**src/rtl/vga_raster_timing.sv**
```systemverilog
`default_nettype none
// ============================================================================
// Module   : vga_raster_timing
// Brief    : Pixel-rate divider, raster scan counters, sync/blank decode and
//            frame-rate move strobe for the VGA display path.
// Revision : 1.0
// ============================================================================
module vga_raster_timing #(
    parameter int H_VISIBLE = 640,
    parameter int H_FRONT   = 16,
    parameter int H_SYNC    = 96,
    parameter int H_BACK    = 48,
    parameter int V_VISIBLE = 480,
    parameter int V_FRONT   = 10,
    parameter int V_SYNC    = 2,
    parameter int V_BACK    = 33,
    parameter int MOVE_DIV  = 1
) (
    input  logic       clk,
    input  logic       rst,
    output logic       pixpulse,
    output logic [9:0] hcount,
    output logic [9:0] vcount,
    output logic       hsync,
    output logic       vsync,
    output logic       blank,
    output logic       move
);

    localparam int c_H_TOTAL = H_VISIBLE + H_FRONT + H_SYNC + H_BACK;
    localparam int c_V_TOTAL = V_VISIBLE + V_FRONT + V_SYNC + V_BACK;

    localparam logic [9:0]  c_H_LAST     = 10'(c_H_TOTAL - 1);
    localparam logic [9:0]  c_V_LAST     = 10'(c_V_TOTAL - 1);
    localparam logic [9:0]  c_V_VBLANK   = 10'(V_VISIBLE);
    // Decode bounds are one bit wider so a sync end of exactly 1024 still compares correctly
    localparam logic [10:0] c_H_VIS      = 11'(H_VISIBLE);
    localparam logic [10:0] c_V_VIS      = 11'(V_VISIBLE);
    localparam logic [10:0] c_HS_START   = 11'(H_VISIBLE + H_FRONT);
    localparam logic [10:0] c_HS_END     = 11'(H_VISIBLE + H_FRONT + H_SYNC);
    localparam logic [10:0] c_VS_START   = 11'(V_VISIBLE + V_FRONT);
    localparam logic [10:0] c_VS_END     = 11'(V_VISIBLE + V_FRONT + V_SYNC);
    localparam logic [7:0]  c_MOVE_LAST  = 8'(MOVE_DIV - 1);

    generate
        if (c_H_TOTAL > 1024) begin : g_bad_h_total
            $error("vga_raster_timing: horizontal total exceeds 1024");
        end
        if (c_V_TOTAL > 1024) begin : g_bad_v_total
            $error("vga_raster_timing: vertical total exceeds 1024");
        end
        if (MOVE_DIV < 1 || MOVE_DIV > 255) begin : g_bad_move_div
            $error("vga_raster_timing: MOVE_DIV must be 1..255");
        end
    endgenerate

    logic [1:0] r_div;
    logic       r_pixpulse;
    logic [9:0] r_hcount;
    logic [9:0] r_vcount;
    logic       r_hsync;
    logic       r_vsync;
    logic       r_blank;
    logic       r_move;
    logic [7:0] r_frame_cnt;

    logic [9:0]  w_h_next;
    logic [9:0]  w_v_next;
    logic [10:0] w_h_ext;
    logic [10:0] w_v_ext;
    logic        w_vblank_entry;

    always_comb begin
        w_h_next = r_hcount + 10'd1;
        w_v_next = r_vcount;
        if (r_hcount == c_H_LAST) begin
            w_h_next = '0;
            w_v_next = (r_vcount == c_V_LAST) ? 10'd0 : r_vcount + 10'd1;
        end
        w_h_ext        = {1'b0, w_h_next};
        w_v_ext        = {1'b0, w_v_next};
        w_vblank_entry = (w_h_next == 10'd0) && (w_v_next == c_V_VBLANK);
    end

    // Decoded outputs are computed from the next scan position so they
    // change on the same edge as the counters they describe.
    always_ff @(posedge clk) begin
        if (rst) begin
            r_div       <= '0;
            r_pixpulse  <= 1'b0;
            r_hcount    <= '0;
            r_vcount    <= '0;
            r_hsync     <= 1'b1;
            r_vsync     <= 1'b1;
            r_blank     <= 1'b0;
            r_move      <= 1'b0;
            r_frame_cnt <= '0;
        end else begin
            r_div      <= r_div + 2'd1;
            r_pixpulse <= (r_div == 2'd2);
            if (r_pixpulse) begin
                r_hcount <= w_h_next;
                r_vcount <= w_v_next;
                r_hsync  <= !((w_h_ext >= c_HS_START) && (w_h_ext < c_HS_END));
                r_vsync  <= !((w_v_ext >= c_VS_START) && (w_v_ext < c_VS_END));
                r_blank  <= (w_h_ext >= c_H_VIS) || (w_v_ext >= c_V_VIS);
                r_move   <= 1'b0;
                if (w_vblank_entry) begin
                    if (r_frame_cnt == c_MOVE_LAST) begin
                        r_frame_cnt <= '0;
                        r_move      <= 1'b1;
                    end else begin
                        r_frame_cnt <= r_frame_cnt + 8'd1;
                    end
                end
            end
        end
    end

    assign pixpulse = r_pixpulse;
    assign hcount   = r_hcount;
    assign vcount   = r_vcount;
    assign hsync    = r_hsync;
    assign vsync    = r_vsync;
    assign blank    = r_blank;
    assign move     = r_move;

endmodule
`default_nettype wire

```
**config.mk**
```make
export PLATFORM = sky130hd
export DESIGN_NAME = vga_raster_timing
export DESIGN_NICKNAME = d
export VERILOG_FILES = /design/src/rtl/vga_raster_timing.sv
export SDC_FILE = /design/constraint.sdc
export NUM_CORES = 1
export LEC_CHECK = 0
export BUFFER_PORTS_ARGS = -buffer_cell sky130_fd_sc_hd__buf_2
export CAP_MARGIN = 20
export CORE_MARGIN = 2
export CORE_UTILIZATION = 25
export CTS_CLUSTER_DIAMETER = 120
export CTS_CLUSTER_SIZE = 40
export DETAILED_ROUTE_END_ITERATION = 7
export GPL_ROUTABILITY_DRIVEN = 0
export HOLD_SLACK_MARGIN = 0.06
export PLACE_DENSITY_LB_ADDON = 0.1
export SLEW_MARGIN = 25
export SYNTH_ARGS = -nofsm -noshare
export SYNTH_HDL_FRONTEND = slang
export SYNTH_SLANG_ARGS = --single-unit
```
**constraint.sdc**
```tcl
create_clock -name clk -period 8 [get_ports clk]
set_clock_uncertainty 0.15 [all_clocks]
set_input_delay 1.2 -clock clk [delete_from_list [all_inputs] [get_ports clk]]
set_output_delay 1.2 -clock clk [all_outputs]
set_load 0.05 [all_outputs]
```
### Word level (Yosys, flattened, before mapping)

Cells that the tools add are included.

| storage, ports and cells | value |
|---|---|
| output and inout port bits | 25 |
| input port bits | 2 |
| register bits after elaboration | 35 |
| word-level logic and storage cells | 38 |

| cells by class | value |
|---|---|
| reduce and logical (&&, ||, !) cells | 9 |
| muxes and demuxes | 6 |
| $lt $le $gt $ge | 6 |
| add/subtract/negate cells | 4 |
| equal/unequal tests | 4 |

Operators with widths:

| operator | number |
|---|---|
| $mux 10 | 3 |
| $add 10x1->10 const B | 2 |
| $eq 10x10->1 const B | 2 |
| $ge 10x10->1 const B | 2 |
| $ge 10x9->1 const B | 2 |
| $eq 10x9->1 const B | 1 |
| $logic_not 10->1 | 1 |
| $lt 10x10->1 const B | 1 |
| $lt 10x9->1 const B | 1 |
| $add 8x1->8 const B | 1 |
| $logic_not 8->1 | 1 |
| $mux 8 | 1 |
| $logic_and 1x1->1 | 3 |
| $add 2x1->2 const B | 1 |
| $eq 2x2->1 const B | 1 |
| $logic_not 1->1 | 2 |
| $mux 1 | 2 |
| $reduce_and 2->1 | 1 |
| $logic_or 1x1->1 | 1 |

### Depth between registers and ports, before layout

| logic depth | value |
|---|---|
| depth after elaboration | 6 |
| mapped depth | 10 |
| gate-level depth less buffers | 9 |

### Worst setup path after synthesis

Ideal clock, no wire load.

| timing path | value |
|---|---|
| path type | register -> register |
| start | register r_vcount[0] (netlist: vcount[0]) |
| end | register r_frame_cnt[5] |
| path slack | 4.645 ns |
| buffers on the path | 0 |
| stages on the path, launching flop included | 9 |
| period minus slack after synthesis | 3.355 ns |
| required time | 7.780 ns |
| arrival | 3.135 ns |
| setup time | 0.070 ns |
| cell sequence | dfxtp_1 > ha_1 > nand2_1 > or4_1 > o22ai_1 > a32oi_1 > or4_4 > or4_1 > a21oi_1 |

| on the way | value |
|---|---|
| cells in the longest elaborated chain, start to end | 6 |
| elaborated cells on any way between the ends | 7 |
| those cells by class | add/sub (1); eq/ne (2); mux (2); reduce/logical (2) |

RTL lines:

| what | line | source |
|---|---|---|
| from (decl) | 60 | `logic [9:0] r_vcount;` |
| from (signal assigned) | 103 | `r_vcount <= w_v_next;` |
| $add 10x1->10 / $eq 10x10->1 (equally long branches) | 78 | `w_v_next = (r_vcount == c_V_LAST) ? 10'd0 : r_vcount + 10'd1;` |
| $mux 10 | 78 |  |
| $mux 10 * | 76 | `if (r_hcount == c_H_LAST) begin` |
| $eq 10x9->1 * | 82 | `w_vblank_entry = (w_h_next == 10'd0) && (w_v_next == c_V_VBLANK);` |
| $logic_and 1x1->1 * | 82 |  |
| $reduce_and 2->1 (no source line) * | -- |  |
| to (signal assigned) | 113 | `r_frame_cnt <= r_frame_cnt + 8'd1;` |
| to (decl) | 65 | `logic [7:0] r_frame_cnt;` |

Every way passes the cells marked *; elsewhere a longest branch is shown, timed or not.
A chain may end at the register's enable or synchronous reset.

### Worst setup path in the final report

| timing path | value |
|---|---|
| start | register r_hcount[0] (netlist: hcount[0]) |
| end | register r_frame_cnt[5] |

| on the way | value |
|---|---|
| cells in the longest elaborated chain, start to end | 5 |
| elaborated cells on any way between the ends | 8 |
| those cells by class | add/sub (1); eq/ne (2); mux (2); reduce/logical (3) |

RTL lines:

| what | line | source |
|---|---|---|
| from (decl) | 59 | `logic [9:0] r_hcount;` |
| from (signal assigned) | 102 | `r_hcount <= w_h_next;` |
| $add 10x1->10 / $eq 10x10->1 (equally long branches) | 74, 76 |  |
| $mux 10 | 76 |  |
| $logic_not 10->1 / $eq 10x9->1 (equally long branches) | 82 |  |
| $logic_and 1x1->1 * | 82 |  |
| $reduce_and 2->1 (no source line) * | -- |  |

Marked as above.

==> results <==
- By startpoint and endpoint, the worst setup path is classified as reg2reg.
- The count of nets left with antenna violations once routing finished came out at 0.
- The wire length of the first global-routing pass is 9.92 mm.
- The max-slew violation total from the final report was 0.
- The worst setup path is launched from a flip-flop.
- After detailed routing, the met3 layer carries 264 um of wire.
- The endpoint kind of the worst setup timing path is a flip-flop.
- The post-route met1 wirelength is 2.87 mm.
- The transition time at the pin with the least slew margin is between 0.9 and 1 ns.
- The post-route minimum period is 3.48 ns.
- Input and output buffers added on the ports amount to 26.
- The layout cell share with drive strength beyond 1 is 16.1%.
- The kind of cell with the highest combined delay along the critical path is simple AND/OR/NAND/NOR gates.
- OpenSTA, run right after detailed placement, puts the worst setup slack at 4.54 ns.
- The total CTS buffers is 5.
- The critical path ends at r_frame_cnt[5]$_SDFFE_PP0P_.
- The number of remaining DRC errors is 0.
- For this run, the leading register cell type out of synthesis is sky130_fd_sc_hd__dfxtp_1.
- The synthesized netlist occupies a cell area of 2220 um2.
- The buffer levels on the longest clock path is 2.
- In this run the critical register-to-register path is launched from hcount[0]$_SDFFE_PP0P_.
- The count of buffer and inverter cells on the critical path is 0.
- The minimum setup slack in the final design is 4.52 ns.
- The standard cell with the maximum stage delay on the critical path is sky130_fd_sc_hd__nor3_4.
- Row generation in the floorplan step produced 34 rows.
- The flow ran to the end, and the final reports show no timing, DRC or antenna violations.
- The final setup violation count is 0.
- The vias per cell is 5.06.
- The number of storage elements in the synthesis netlist is 35.
- The number of antenna violations at the first check in global routing came to 0.
- The overall power after layout is around 330 uW.
- The top-level I/O count is 27.
- The number of flops mapped to enable cells by yosys is 0.
- The routed wire length is 5.98 mm.
- Clock-pin slew was measured on the worst setup and hold paths at 0.08 ns.
- The final-report hold violation count is 0.
- Counting cells, the worst reg-to-reg path comes to 8.
- Data on the critical path is required at its endpoint by 8.07 ns.
- The number of distinct standard cells referenced by the synthesized netlist is 56.
- The starting utilization of the core area is between 20% and 30%.
- The post-route fraction of the period consumed by the critical path is between 40% and 50%.
- The floorplan die width is 98.1 um.
- For this run the aggregate overflow at the end of global routing stands at 0.
- The CTS root buffer is sky130_fd_sc_hd__clkbuf_8.
- The level count of the clock H-tree is 2.
- The half-perimeter wire length after detailed placement is 4.22 mm.
- Setup repair after global routing left no endpoint under its margin.
- The number of antenna diodes is 0.
- The pre-antenna-repair detailed-routing pass consisted of 4 iterations.
- Once placement finished, the instance area stood at 2390 um2.
- The standard cell core area is 8680 um2.
- Of all nets on the critical path, the largest fanout is 13.
- The clock reaches the later pin of the worst-skew pair after 0.29 ns.
- The number of setup buffers added after CTS is 0.
- The most repeated cell in the gate-level netlist after synthesis is sky130_fd_sc_hd__dfxtp_1.
- The most critical setup path has its startpoint at hcount[0]$_SDFFE_PP0P_.
- The via count of the first global-routing pass is 1896.
- From synthesis to final layout, the design area changed by 11.9%.
- The count of hold-fix buffers inserted at cts is 0.
- The global router's overall resource usage is 12.6%.
- The number of nets in the final layout is 307.
- The amount of wire on met2 after detailed routing is 2.79 mm.
- TritonCTS built the clock tree.
- Entering global routing, the biggest net connects 37 pins.
- The number of max-cap violations is 0.
- In this run the power density over the cells is 134 nW/um2.
- Data arrives at the worst endpoint at about 3.5 ns.
- Counting buffers and inverters, the worst setup path is 8 cells deep.
- The die extent in y is 98.1 um.
- For this run, the slowest stage of the critical path takes between 0.5 and 0.6 ns.
- In this run the worst hold path is classified as reg2reg.
- The count of routing violations after the opening detailed-route iteration is 70.
- The post-route setup TNS is 0 ns.
- The library cell occupying the most area in the post-synthesis netlist is sky130_fd_sc_hd__dfxtp_1.
- Summed over all cells, the static leakage comes to 0.000838 uW.
- Sorting the synthesized cells by how often they occur yields sky130_fd_sc_hd__dfxtp_1 (35), sky130_fd_sc_hd__nor2_1 (33), sky130_fd_sc_hd__a21oi_1 (21), sky130_fd_sc_hd__nand2_1 (20), sky130_fd_sc_hd__nand3_1 (17).
- The number of gates given a new drive strength after cts is 0.
- The top metal layer carrying routed signals is met4.
- The cell count after synthesis came out at around 280.
- The normalized max-slew margin is 38.6%.
- The share of synthesized flip-flops with an asynchronous set or reset is 0%.
- The share of the synthesized area in the top cell type is 31.6%.
- The die covers between 9000 and 10000 um2.
- Based on the critical path, the design can be clocked at up to 288 MHz.
- The setup slack of the most critical reg-to-reg path is roughly 4.5 ns.
- The total number of clock tree sinks is 35.
- The worst hold margin is 0.267 ns.
- The count of vias placed by the detailed router is 2061.
- The design area is 2480 um2.
- After detailed routing, the average wire length per cell comes to 14.7 um.
- VDD sags by at most 0.0555 mV.
- The mean post-synth cell area is 7.89 um2.
- The net count after synthesis is 290.
- The terminus of the critical flop-to-flop path is r_frame_cnt[5]$_SDFFE_PP0P_.
- Yosys attributes the largest share of cell area to sky130_fd_sc_hd__dfxtp_1 (32%), sky130_fd_sc_hd__nor2_1 (5.6%), sky130_fd_sc_hd__a21oi_1 (4.7%).
- Sequential cells were found to cover 31.6% of the synthesized design area.
- Fill cells in the final layout number 988.
- The signal on the critical path passes through ha_1 > nand4_1 > nor3_4 > o31a_1 > o211ai_1 > or4_4 > or4_1 > a21oi_1.
- The synthesis warning total is 0.
[layer usage]
metal	global-route usage (%)	up-vias
met1	16.9	945
met4	3.37	0
met5	0	-
met3	2.43	5
li1	-	1068
met2	20.7	43
[where the power goes]
group	switching [uW]	leakage [uW]	total [uW]	internal, uW
clock	66.6	0.0000477	126	59.6
combinational	17.7	0.000507	24.8	7.07
sequential	3.65	0.000283	181	177
[area by class of cell]
type / instances / area [um2] / share of cell area, %
timing repair buffer: 28 / 145 / 5.86
inverter: 10 / 37.5 / 1.51
clock inverter: 3 / 15.0 / 0.606
clock buffer: 5 / 68.8 / 2.78
sequential: 35 / 701 / 28.3
tap: 108 / 135 / 5.45
multi-input combinational: 218 / 1380 / 55.5
[how the worst min path moves through the flow]
stage / startpoint / to / slack, ns / depth (start not counted)
detailed placement: r_div[0]$_SDFF_PP0_ / r_div[0]$_SDFF_PP0_ / 0.25 / 1
CTS: r_div[0]$_SDFF_PP0_ / r_div[0]$_SDFF_PP0_ / 0.27 / 1
global route: r_div[0]$_SDFF_PP0_ / r_div[0]$_SDFF_PP0_ / 0.29 / 1
global placement: r_div[0]$_SDFF_PP0_ / r_div[0]$_SDFF_PP0_ / 0.25 / 1
finish: r_div[0]$_SDFF_PP0_ / r_div[0]$_SDFF_PP0_ / 0.27 / 1
floorplan: r_div[0]$_SDFF_PP0_ / r_div[0]$_SDFF_PP0_ / 0.24 / 1
[placed cells by master (no fill, tap or decap), types with 6 or more instances in the layout]
master	netlist	layout
sky130_fd_sc_hd__nand3_1	17	17
sky130_fd_sc_hd__nor2_1	33	33
sky130_fd_sc_hd__dfxtp_1	35	35
sky130_fd_sc_hd__nor3_1	12	12
sky130_fd_sc_hd__o21ai_0	16	16
sky130_fd_sc_hd__inv_1	10	10
sky130_fd_sc_hd__ha_1	7	7
sky130_fd_sc_hd__a21oi_1	21	21
sky130_fd_sc_hd__nand3b_1	7	7
sky130_fd_sc_hd__xnor2_1	6	6
sky130_fd_sc_hd__buf_2	3	26
sky130_fd_sc_hd__nand2_1	20	20
[cells by family (layout without fill, tap and decap cells)]
kind of cell / after synthesis / in the layout / synth area share (%)
simple gates: 129 / 129 / 32.0
mux: 4 / 4 / 1.81
xor+xnor: 9 / 9 / 3.56
fa+ha+maj: 7 / 7 / 3.95
buf+inv: 28 / 46 / 6.27
compound gates: 69 / 69 / 20.8
flops: 35 / 35 / 31.6
[through the flow]
stage / cells / util [%]
3_5_place_dp: 399 / 27.6
4_1_cts: 407 / 28.6
3_3_place_gp: 399 / 27.6
5_1_grt: 407 / 28.6
2_1_floorplan: 281 / -
6_report: 407 / 28.6
[sequential cells by signal, summed over array words and instances (netlist names)]
register,flops
vsync,1
pixpulse,1
r_div,2
vcount,10
hsync,1
r_frame_cnt,8
hcount,10
blank,1
move,1
(Power assumes the default switching activity.)
